### config.mk
export PLATFORM = sky130hd
export DESIGN_NAME = eight_bit_divider_module
export DESIGN_NICKNAME = d
export VERILOG_FILES = /design/src/rtl/eight_bit_divider_module.sv
export SDC_FILE = /design/constraint.sdc
export NUM_CORES = 1
export LEC_CHECK = 0
export CORE_MARGIN = 2
export CORE_UTILIZATION = 52
export DETAILED_ROUTE_END_ITERATION = 10
export PLACE_DENSITY = 0.79
export SLEW_MARGIN = 20
export SYNTH_ARGS = -nofsm -noshare
export SYNTH_HDL_FRONTEND = slang
export SYNTH_SLANG_ARGS = --single-unit
### constraint.sdc
create_clock -name clk -period 2.6 [get_ports clk]
set_input_delay 0.78 -clock clk [delete_from_list [all_inputs] [get_ports clk]]
set_output_delay 0.78 -clock clk [all_outputs]
set_load 0.05 [all_outputs]
### src/rtl/eight_bit_divider_module.sv
// ---------------------------------------------------------------------------
// eight_bit_divider_module
//   Iterative 8-bit unsigned restoring divider: one quotient bit per clock,
//   MSB first, so a division takes 8 cycles from the accepting edge to done.
//
// Ports
//   clk          rising-edge clock
//   rst_n        asynchronous active-low reset
//   start        request, sampled only while idle
//   dividend     8-bit unsigned numerator, captured on the accepting edge
//   divisor      8-bit unsigned denominator, captured on the accepting edge
//   busy         high while the division is in progress
//   done         one-cycle pulse; quotient/remainder are valid in that cycle
//   quotient     floor(dividend / divisor), held until the next result
//   remainder    dividend mod divisor, held until the next result
//   div_by_zero  high while the held result came from a zero divisor
//
// Build option
//   DIV_ZERO_CHECK_EN  when defined, a zero divisor skips the iterations and
//                      finishes one cycle after acceptance with
//                      quotient=8'hFF, remainder=dividend, div_by_zero=1.
//                      When undefined, a zero divisor runs the normal 8
//                      iterations (which gives the same quotient/remainder)
//                      and div_by_zero is tied low.
// ---------------------------------------------------------------------------
module eight_bit_divider_module (
  input  logic       clk,
  input  logic       rst_n,
  input  logic       start,
  input  logic [7:0] dividend,
  input  logic [7:0] divisor,
  output logic       busy,
  output logic       done,
  output logic [7:0] quotient,
  output logic [7:0] remainder,
  output logic       div_by_zero
);

  typedef enum logic [1:0] {IDLE, CALC, DONE} state_t;

  state_t      state;
  state_t      state_nxt;
  logic [2:0]  count;

  // Working registers. dvd_sh starts as the dividend and shifts left each
  // iteration; its MSB feeds the partial remainder and the new quotient bit
  // enters at the LSB, so after 8 iterations it holds the quotient.
  logic [7:0]  dvd_sh;
  logic [7:0]  dvs_reg;
  logic [8:0]  prem;

  logic [9:0]  rem_sh;
  logic [9:0]  trial;
  logic [8:0]  prem_nxt;
  logic        q_bit;
  logic        zero_fast;
  logic        last_iter;
  logic        accept;

  // One restoring step: shift in the next dividend bit, trial-subtract the
  // divisor, keep the difference only if it did not go negative.
  always_comb begin
    rem_sh   = {prem, dvd_sh[7]};
    trial    = rem_sh - {2'b00, dvs_reg};
    q_bit    = ~trial[9];
    prem_nxt = q_bit ? trial[8:0] : rem_sh[8:0];
  end

`ifdef DIV_ZERO_CHECK_EN
  assign zero_fast = (dvs_reg == 8'd0);
`else
  assign zero_fast = 1'b0;
`endif

  assign last_iter = (count == 3'd7) || zero_fast;
  assign accept    = (state == IDLE) && start;

  // State register
  always_ff @(posedge clk or negedge rst_n) begin
    if (!rst_n) begin
      state <= IDLE;
      count <= 3'd0;
    end else begin
      state <= state_nxt;
      if (state == CALC) count <= count + 3'd1;
      else               count <= 3'd0;
    end
  end

  // Next-state logic
  always_comb begin
    state_nxt = state;
    case (state)
      IDLE:    if (start) state_nxt = CALC;
      CALC:    if (last_iter) state_nxt = DONE;
      DONE:    state_nxt = IDLE;
      default: state_nxt = IDLE;
    endcase
  end

  // Output logic
  always_comb begin
    busy = (state == CALC);
    done = (state == DONE);
  end

  // Operand capture and iteration; these never need a reset because they are
  // always reloaded on the accepting edge before being used.
  always_ff @(posedge clk) begin
    if (accept) begin
      dvd_sh  <= dividend;
      dvs_reg <= divisor;
      prem    <= 9'd0;
    end else if (state == CALC) begin
      dvd_sh  <= {dvd_sh[6:0], q_bit};
      prem    <= prem_nxt;
    end
  end

  // Result registers: loaded only on the edge that enters DONE.
  always_ff @(posedge clk or negedge rst_n) begin
    if (!rst_n) begin
      quotient  <= 8'd0;
      remainder <= 8'd0;
    end else if (state == CALC && last_iter) begin
      if (zero_fast) begin
        quotient  <= 8'hFF;
        remainder <= dvd_sh;
      end else begin
        quotient  <= {dvd_sh[6:0], q_bit};
        remainder <= prem_nxt[7:0];
      end
    end
  end

`ifdef DIV_ZERO_CHECK_EN
  always_ff @(posedge clk or negedge rst_n) begin
    if (!rst_n)
      div_by_zero <= 1'b0;
    else if (state == CALC && last_iter)
      div_by_zero <= zero_fast;
  end
`else
  assign div_by_zero = 1'b0;
`endif

endmodule

======== After elaboration in Yosys (flattened, before gate mapping) ========
Index checks and enable logic that the tools add are counted.
storage, ports and cells
  output and inout port bits .............. 19
  register bits after elaboration ......... 46
  input port bits ......................... 19
  logic and storage cells ................. 27
operators by class
  $add $sub $neg .......................... 2
  eq/ne operators ......................... 5
  bitwise operators ....................... 1
  reductions and logical operators ........ 5
  muxes and demuxes ....................... 7
operators by type and width
  kind                                                                     count
  8-bit two-way mux                                                        2
  10-bit by 8-bit subtractor with 10-bit output                            1
  9-bit two-way mux                                                        1
  2-bit two-way mux                                                        2
  2-bit one-hot mux with 2 select lines                                    1
  3-bit by 1-bit adder with 3-bit output, second input constant            1
  3-bit == test, second input constant                                     1
  3-bit two-way mux                                                        1
  2-bit by 1-bit == test with 1-bit output, second input constant          1
  2-bit == test, second input constant                                     1
  1-bit logical AND                                                        2
  2-bit logical NOT                                                        1
  2-bit by 1-bit inequality test with 1-bit output, second input constant  1
  2-bit inequality test, second input constant                             1
  2-bit AND reduction                                                      1
  2-bit nonzero test                                                       1
  1-bit NOT                                                                1

======== Longest topological paths before layout ========
  depth in word-level cells ............... 4
  gate-level depth with buffers ........... 9
  mapped depth without buffers ............ 9

======== Least setup slack after synthesis ========
No wires, ideal clock.
  path kind ............................... input to register
  from .................................... in start
  to ...................................... reg dvd_sh[2], data pin
  path slack .............................. 0.362 ns
  buffers on the path ..................... 1
  setup time .............................. 0.260 ns
  data required time ...................... 2.340 ns
  stages .................................. 3
  data arrival time ....................... 1.978 ns
  path through ............................ nor3b_1 -> clkbuf_1 -> mux2_2
on the way
  word-level cells in the longest chain between the ends .. 2
ends and longest elaborated chain
  what                  RTL line  text
  from (decl)           29        input logic start,
  1-bit logical AND     76        assign accept = (state == IDLE) && start;
  net accept            58        logic accept;
  8-bit two-way mux     110       if (accept) begin
  to (signal assigned)  111       dvd_sh <= dividend;
  to (signal assigned)  115       dvd_sh <= {dvd_sh[6:0], q_bit};
  to (decl)             48        logic [7:0] dvd_sh;
The timed path passes the listed nets, and every way through them passes these cells.
A chain may end at the register's enable or synchronous reset.

======== Worst setup path after layout ========
  from .................................... reg state[0]
  to ...................................... out done
on the way
  word-level cells in the longest chain between the ends .. 1
ends and longest elaborated chain
  what                    RTL line  text
  from (decl)             41        state_t state;
  from (signal assigned)  84        state <= state_nxt;
  2-bit == test           104       done = (state == DONE);
  to (decl)               33        output logic done,
No other way between the ends.

==> impl_metrics.toml <==
[synthesis]
ys_async_sr_fraction_pct = 45.7
ys_seq_elements = 46
synthFlopType = "dfrtp_1"
ys_seq_area_share_pct = 54.5
yosys_warnings = 0
avgSynthCellArea_sq_um = 11.9
ys_types = 42
synth_fp_nets = 212
synth.cell_area_sq_um = 2170
synth_edf_count = 16
netlist_instances = 182

[worst_setup_path]
crit_fanout = 4
slowest_stage = "clkdlybuf4s50_1"
crit_type = "reg -> out"
critical_path_arrival_ns = 1.64
crit_start = "state[0]"
start_kind = "flip-flop"
end_kind = "primary output"
worstReg2RegStart = "dvs_reg[7]"
cp_cell_sequence = "nor2b_1 -> clkdlybuf4s50_1"
critPathMaxStageDelay_ns = 0.80
worst-endpoint-required_ns = 1.82

[clock_network]
cts_setup_buffers = 0
clkSlewWorstSetupHoldPaths_ns = 0.08
cts_resized = 0
clockRootBuffer = "clkbuf_8"
htreeDepth = 2
cts_buffer_depth = 2
cts_sinks = 46
numCtsBuffers = 5
clk-insertion-delay-late_ns = 0.30
postCtsHoldBufs = 0
cts_tree = "yes"

[pwr]
power_frac_comb_pct = 57.0
p_sw_share_pct = 44.0
p_clk_share_pct = 10.5
powerDensity_nw_per_um2 = 1470
p_leak_nw = 1.14
internal-power_mw = 2.25
max-vdd-ir-drop_mv = 0.784
seqPwrFrac_pct = 32.5
power.switching_mw = 1.76

[route]
first_pass_iters = 4
vias_per_cell = 5.41
drc = 0
initialDrtViolationCount = 50
routed_wl_um = 4320
ant_nets = 0
drt-wirelength-per-cell_um = 15.6
num_vias = 1493

[global_route]
grt_use_total_pct = 21.3
overflow = 0
first_global_vias = 1543
grt_pass1_wl_um = 7140
grt_max_degree = 22
grt_antenna_before_repair = 0

[outcome]
status = "finished, final reports clean"

[flow_run]
cap_viol_max_count = 0

[sta]
slew_headroom_pct = 65.7
finClkSkew_ns = 0.00718
fmax_mhz = 413
final.min_clock_period_ns = 2.42
worst_pin_slew_ns = 0.513
rsz0062_at_grt = "no"
min_period_over_period_pct = 93.2
fin_setup_tns_ns = 0
slew_viol_final = 0
setup_viol = 0
hold_viol = 0

[cells_and_area]
drive_gt1_share_pct = 16.4
largest_reg_flops = 9
antenna_cells = 0
final_util_pct = 68.0
regMostFlops = "prem"
area_growth_pct = 25.1
nNetsFinal = 255

[floorplanning]
rows = 23
initial_core_util_pct = 54.4
io_pins = 38
chipHeight_um = 68.7
fp.dieArea_sq_um = 4710
die_width_um = 68.7
core_sq_um = 4000

[place]
hpwl_um = 3170
io_buffers = 36
place.gp.congestion = 0.894

[min_path]
min-delay-start = "count[0]"
hp-class = "reg -> reg"
## cells by family after synthesis
| kind of cell | count (synthesis) | synth area share (%) |
|---|---|---|
| xor+xnor | 8 | 4.43 |
| flops | 46 | 54.5 |
| other cells | 1 | 0.172 |
| simple gates | 40 | 8.63 |
| mux | 22 | 11.3 |
| compound gates | 37 | 11.2 |
| fa+ha+maj | 11 | 6.67 |
| buf+inv | 17 | 3.11 |
## cell type report
class / count / area [sq um]
Fill cell: 305 / 1280
Inverter: 12 / 45.0
Clock buffer: 6 / 72.6
Multi-Input combinational cell: 119 / 926
Tap cell: 50 / 62.6
Sequential cell: 46 / 1190
Timing Repair Buffer: 41 / 420
Clock inverter: 2 / 8.76
## metrics by stage
step / worst slack (ns) / hold slack [ns] / cells / power [mW] / area, sq um
floorplan: 0.362 / 0.410 / 182 / 2.94 / 2170
detailed placement: 0.220 / 0.443 / 268 / 3.60 / 2640
finish: 0.176 / 0.449 / 276 / 4.01 / 2720
CTS: 0.167 / 0.453 / 276 / 4.03 / 2720
global route: 0.0581 / 0.482 / 276 / 4.28 / 2720
global placement: 0.335 / 0.423 / 268 / 3.51 / 2640
## path summary, 6_finish.rpt
path | end | slack [ns] | cells past startpoint
min in group asynchronous | remainder[0] | 0.83 | 2
max in group asynchronous | quotient[7] | 1.53 | 2
worst max register to register | remainder[0] | 0.18 | 8
worst min register to register | count[0] | 0.45 | 1
worst max-delay path | done | 0.18 | 2
worst min-delay path | count[0] | 0.45 | 1
## worst max-delay path, delay by kind of cell (launching register included)
kind / cells / cell delay [ns]
flops: 1 / 0.42
buf+inv: 1 / 0.80
simple gates: 1 / 0.13
## routing by layer
layer | vias to the layer above | GRT usage [%] | wire length [um]
li1 | 725 | - | -
met1 | 724 | 25.0 | 1850
met2 | 36 | 36.9 | 2210
met3 | 8 | 5.68 | 180
met4 | 0 | 8.25 | 82
met5 | - | 0 | 0
## cells in the mapped netlist (2+ instances only)
cell	n	area share (%)
clkbuf_1	4	0.69
xnor2_1	4	1.6
nor2_1	4	0.69
nor2b_1	2	0.58
and2_1	2	0.58
mux2i_1	5	2.3
nand2b_1	5	1.4
o21ai_1	5	1.2
o21ai_2	2	0.81
a31oi_1	2	0.58
o31ai_1	2	0.69
mux2_2	15	7.8
dfxtp_1	9	8.3
o21bai_1	2	0.69
ha_1	10	5.8
inv_1	12	2.1
nand2_1	20	3.5
o211ai_1	2	0.69
nand3_1	4	0.92
o21ai_0	11	2.5
dfrtp_1	21	24
a21oi_1	3	0.69
edfxtp_1	16	22
xor2_1	2	0.81
## placed cells by master, fill, tap and decap left out, types with 3 or more instances in the layout
cell type        Yosys  layout
a21oi_1              3       3
buf_4                1       4
clkbuf_8             0       5
clkdlybuf4s50_1      0      35
dfrtp_1             21      21
dfxtp_1              9       9
edfxtp_1            16      16
ha_1                10      10
inv_1               12      12
mux2_2              15      15
mux2i_1              5       5
nand2_1             20      20
nand2b_1             5       5
nand3_1              4       4
nor2_1               4       4
o21ai_0             11      11
o21ai_1              5       5
xnor2_1              4       4
## power by group through the flow
stage	Clock [mW]	Combinational, mW	Sequential, mW
3_3_place_gp	0	2.21	1.30
5_1_grt	0.460	2.48	1.34
4_1_cts	0.423	2.30	1.31
3_5_place_dp	0	2.28	1.32
2_1_floorplan	0	1.22	1.72
6_report	0.419	2.29	1.30
Note: power is estimated with default switching activity, not from simulation.
==> patch 1, RTL diff (same settings) <==
Add an input register stage for `divisor`, without a reset; this delays it by one clock. The other inputs are not delayed to match.
--- a/src/rtl/eight_bit_divider_module.sv
+++ b/src/rtl/eight_bit_divider_module.sv
@@ -38,4 +38,10 @@
 
   typedef enum logic [1:0] {IDLE, CALC, DONE} state_t;
+
+  logic [7:0] divisor_q;
+
+  always_ff @(posedge clk) begin
+    divisor_q <= divisor;
+  end
 
   state_t      state;
@@ -110,5 +116,5 @@
     if (accept) begin
       dvd_sh  <= dividend;
-      dvs_reg <= divisor;
+      dvs_reg <= divisor_q;
       prem    <= 9'd0;
     end else if (state == CALC) begin
Check against the original RTL: not equivalent (a bounded check fails within 10 cycles, from zero or initial values and one cycle with rst_n low).
==> patch 1 against the unedited design <==
- count of clock-buffer cells in the layout shrank 1
- total power is 6.6% higher
- sequential power up 10%
- cell count rose by 4.7%
- synthesized area rose by 7.3%
- worst setup slack worse by 0.025 ns
- sequential cell count up 8
- cell area is 7.4% higher
- sequential share of layout area rose by 2.5 points
- routed wire length is 4.1% lower
- synthesized cell count up 4.4%
- critical path type unchanged
==> patch 1: results <==
[outcome]
status = finished clean

[hold_path]
hold_path_class = flop to flop

[power_and_ir_drop]
power.leakage_uw = 0.00124
vdd_ir_drop_max_v = 0.00108

[clock_network]
path_clk_slew_ns = 0.10
post_cts.repair.setup_buffers = 0
ctsResizeCount = 0
cts_made_buffers = 5
ctsHtreeMaxLevel = 2
clk_latency_ns = 0.31
cts_buffer_depth = 2
root_buffer = clkbuf_8

[yosys]
synth_edf_count = 16
synthTopCellsByArea = dfrtp_1 23%, edfxtp_1 21%, dfxtp_1 15%
synthesis.nets = 220
ys_top_cells_by_count = 21 x dfrtp_1, 20 x nand2_1, 17 x dfxtp_1
yosysSeqAreaShare_pct = 57.7
synth_ff_type = dfrtp_1
syn_area_per_cell_um2 = 12.3
async_flop_share_pct = 38.9
ys_types = 41
synth_warnings = 0

[global_routing]
grt_max_degree = 22
antenna_found_initial = 0
grt_first_pass_wirelength_mm = 6.71
grt_pass1_vias = 1417
track_usage_pct = 17.6

[cells_and_area]
top_register = prem
final_nets = 266
drive_above_1_share_pct = 19.0
fill_cells = 351
diodes = 0
largest_reg_flops = 9

[critical_path]
reg2reg_from = dvs_reg[7]
worstReg2RegEnd = remainder[1]
reg2reg_depth = 9
cp-startpoint = state[0]
arrival_ns = 1.67
critPathMaxFanout = 4
cp-endpoint = done
ff2ff_setup_slack_ns = 0.39

[sta]
tightest_slew_ns = 0.497
skew_ns = 0.0126
setup_tns_ns = 0

[place]
routabilityCongestion = 0.805
portBuffers = 36
hpwl_mm = 3.05
place_inst = 281

[route]
drt_wl_total_mm = 4.14
drt_iter0_drc = 105
firstDrtPassIters = 4
vias = 1509
vias_per_cell = 5.22
## patch 1: cell count changes in the layout (fill, tap and decap cells not counted), moves of 4 or more
cell	delta
o21ai_1	-4
dfxtp_1	+8
buf_4	+4
o21ai_0	+4
## patch 1: logic make-up (layout without fill, tap and decap cells)
kind of cell             after synthesis  in the layout  share of synthesized area (%)
adder cells (fa/ha/maj)               11             11                           6.22
flip-flops                            54             54                           57.7
AND/OR/NAND/NOR                       40             40                           8.26
buffers and inverters                 17             64                           2.90
multiplexers                          22             22                           10.5
XOR/XNOR                               8              8                           3.65
AO/OA/AOI/OAI                         37             37                           10.6
other                                  1              1                          0.161
## patch 1: worst min-delay path by stage
| stage | from | to | slack, ns | cells past startpoint |
|---|---|---|---|---|
| after floorplan | divisor_q[0] | dvs_reg[0] | 0.39 | 0 |
| after global placement | divisor_q[1] | dvs_reg[1] | 0.39 | 0 |
| after detailed placement | divisor_q[4] | dvs_reg[4] | 0.39 | 0 |
| after CTS | divisor_q[4] | dvs_reg[4] | 0.41 | 0 |
| after global routing | divisor_q[4] | dvs_reg[4] | 0.42 | 0 |
| final | divisor_q[6] | dvs_reg[6] | 0.41 | 0 |
## patch 1: cell type report
class	instances	area (um2)	area share (%)
clock buffer	5	68.8	2.35
tap	52	65.1	2.23
clock inverter	3	43.8	1.50
sequential	54	1350	46.0
multi-input combinational	119	925	31.6
inverter	12	45.0	1.54
timing repair buffer	44	430	14.7
## patch 1: through the flow
stage | cell area (um2) | worst slack (ns) | utilization, %
CTS | 2920 | 0.142 | 67.6
floorplan | 2330 | 0.362 | -
detailed placement | 2810 | 0.281 | 65.0
global route | 2920 | 0.109 | 67.6
global placement | 2810 | 0.303 | 65.0
finish | 2920 | 0.151 | 67.6
## patch 1: routing by layer
| metal | GRT usage (%) | wire length, um | vias to the layer above | share of wire [%] |
|---|---|---|---|---|
| met5 | 0 | 0 | - | 0 |
| met4 | 6.92 | 59 | 0 | 1.4 |
| met3 | 3.56 | 146 | 5 | 3.5 |
| met2 | 27.9 | 2050 | 28 | 49 |
| met1 | 24.1 | 1890 | 720 | 46 |
| li1 | - | - | 756 | - |
## patch 1: critical path, stage by stage, from the launching register on
cell	delay (ns)
dfrtp_1	0.43
nor2b_1	0.12
clkdlybuf4s50_1	0.80
## patch 1: where the power goes
group          switching (uW)  leakage [uW]  internal (uW)
sequential                195      0.000552           1240
clock                     276     0.0000585            289
combinational            1300      0.000627            973
total                    1770       0.00124           2500
==> patch 2, RTL diff (same settings) <==
Without the edit above. Build with the macro `DIV_ZERO_CHECK_EN` defined.
--- a/src/rtl/eight_bit_divider_module.sv
+++ b/src/rtl/eight_bit_divider_module.sv
@@ -24,4 +24,6 @@
 //                      and div_by_zero is tied low.
 // ---------------------------------------------------------------------------
+`define DIV_ZERO_CHECK_EN
+
 module eight_bit_divider_module (
   input  logic       clk,
Behaviour: not the same (a bounded check fails within 4 cycles, from zero or initial values and one cycle with rst_n low).
==> patch 2 against the unedited design <==
- total power rose by 10%
- worst hold slack got worse by 0.0040 ns
- combinational power is 9.2% higher
- routed wire length rose by 22%
- highest routed layer unchanged
- die area is 8.6% higher
- sequential cell count rose by 1
- cell area up 8.9%
- synthesized area increased by 9.1%
- worst setup slack got worse by 0.013 ns
==> patch 2: results <==
[global_routing]
track_usage_pct = 22.9
grt_max_degree = 23
use_met1_pct = 32.6
grt_first_pass_wirelength_mm = 9.02
globalRouteMet3Util_pct = 4.36
grt_use_met2_pct = 36.1

[hold_path]
min-delay-start = count[0]

[place]
portBuffers = 37
place_inst = 311
hpwl_mm = 3.94
place_ws_ns = 0.264
placed_area_mm2 = 0.00285
routabilityCongestion = 0.887

[route]
wl_met1_mm = 2.39
drt_iter0_drc = 92
vias = 1862
top_layer_used = met4
wl_per_cell_um = 16.5
wl_met3_um = 251
wl_met2_mm = 2.54

[yosys]
synth_edf_count = 16
ys_types = 52
syn_area_per_cell_um2 = 10.7
synthTopCellsByArea = dfrtp_1 23%, edfxtp_1 20%, dfxtp_1 7.6%
async_flop_share_pct = 46.8
synthesis.nets = 251
yosysSeqAreaShare_pct = 51.0
ys_top_cells_by_count = 22 x dfrtp_1, 21 x nor2_1, 18 x nand2_1

[cells_and_area]
final_nets = 296
top_register = prem
instances_no_fill = 319
drive_above_1_share_pct = 13.5
largest_reg_flops = 9
fill_cells = 358

[outcome]
status = finished clean

[critical_path]
reg2reg_depth = 8
arrival_ns = 1.66
worstReg2RegEnd = remainder[3]
ff2ff_setup_slack_ns = 0.27
reg2reg_from = dvs_reg[1]

[power_and_ir_drop]
clockPowerShare_pct = 12.4
p_per_area_mw_per_mm2 = 1490
power.leakage_uw = 0.00122
p_sw_uw = 1930
power_frac_seq_pct = 31.0
vdd_ir_drop_max_v = 0.000718

[sta]
worst_hold_slack_ns = 0.445
skew_ns = 0.00832
tightest_slew_ns = 0.650
timing.fmax_mhz = 410
-- patch 2: logic make-up (layout without fill, tap and decap cells) --
logic type	count (synthesis)	in the layout	synth area share, %
muxes	15	15	7.12
adders and majority gates	11	11	6.11
AOI/OAI and AO/OA	67	67	19.1
buffers and inverters	18	64	3.22
and+or+nand+nor	61	61	12.7
xor gates and xnor gates	2	2	0.738
DFF	47	47	51.0
-- patch 2: area by class of cell --
| type | instances | area, um2 | area share [%] |
|---|---|---|---|
| inverter | 12 | 45.0 | 1.52 |
| multi-input combinational | 156 | 1090 | 36.8 |
| clock inverter | 2 | 35.0 | 1.18 |
| tap | 52 | 65.1 | 2.20 |
| sequential | 47 | 1210 | 40.9 |
| timing repair buffer | 44 | 433 | 14.6 |
| clock buffer | 6 | 82.6 | 2.79 |
-- patch 2: critical path, delay by kind of cell, from the launching register on --
family	cells	cell delay, ns
buf+inv	1	0.80
flops	1	0.43
simple gates	1	0.13
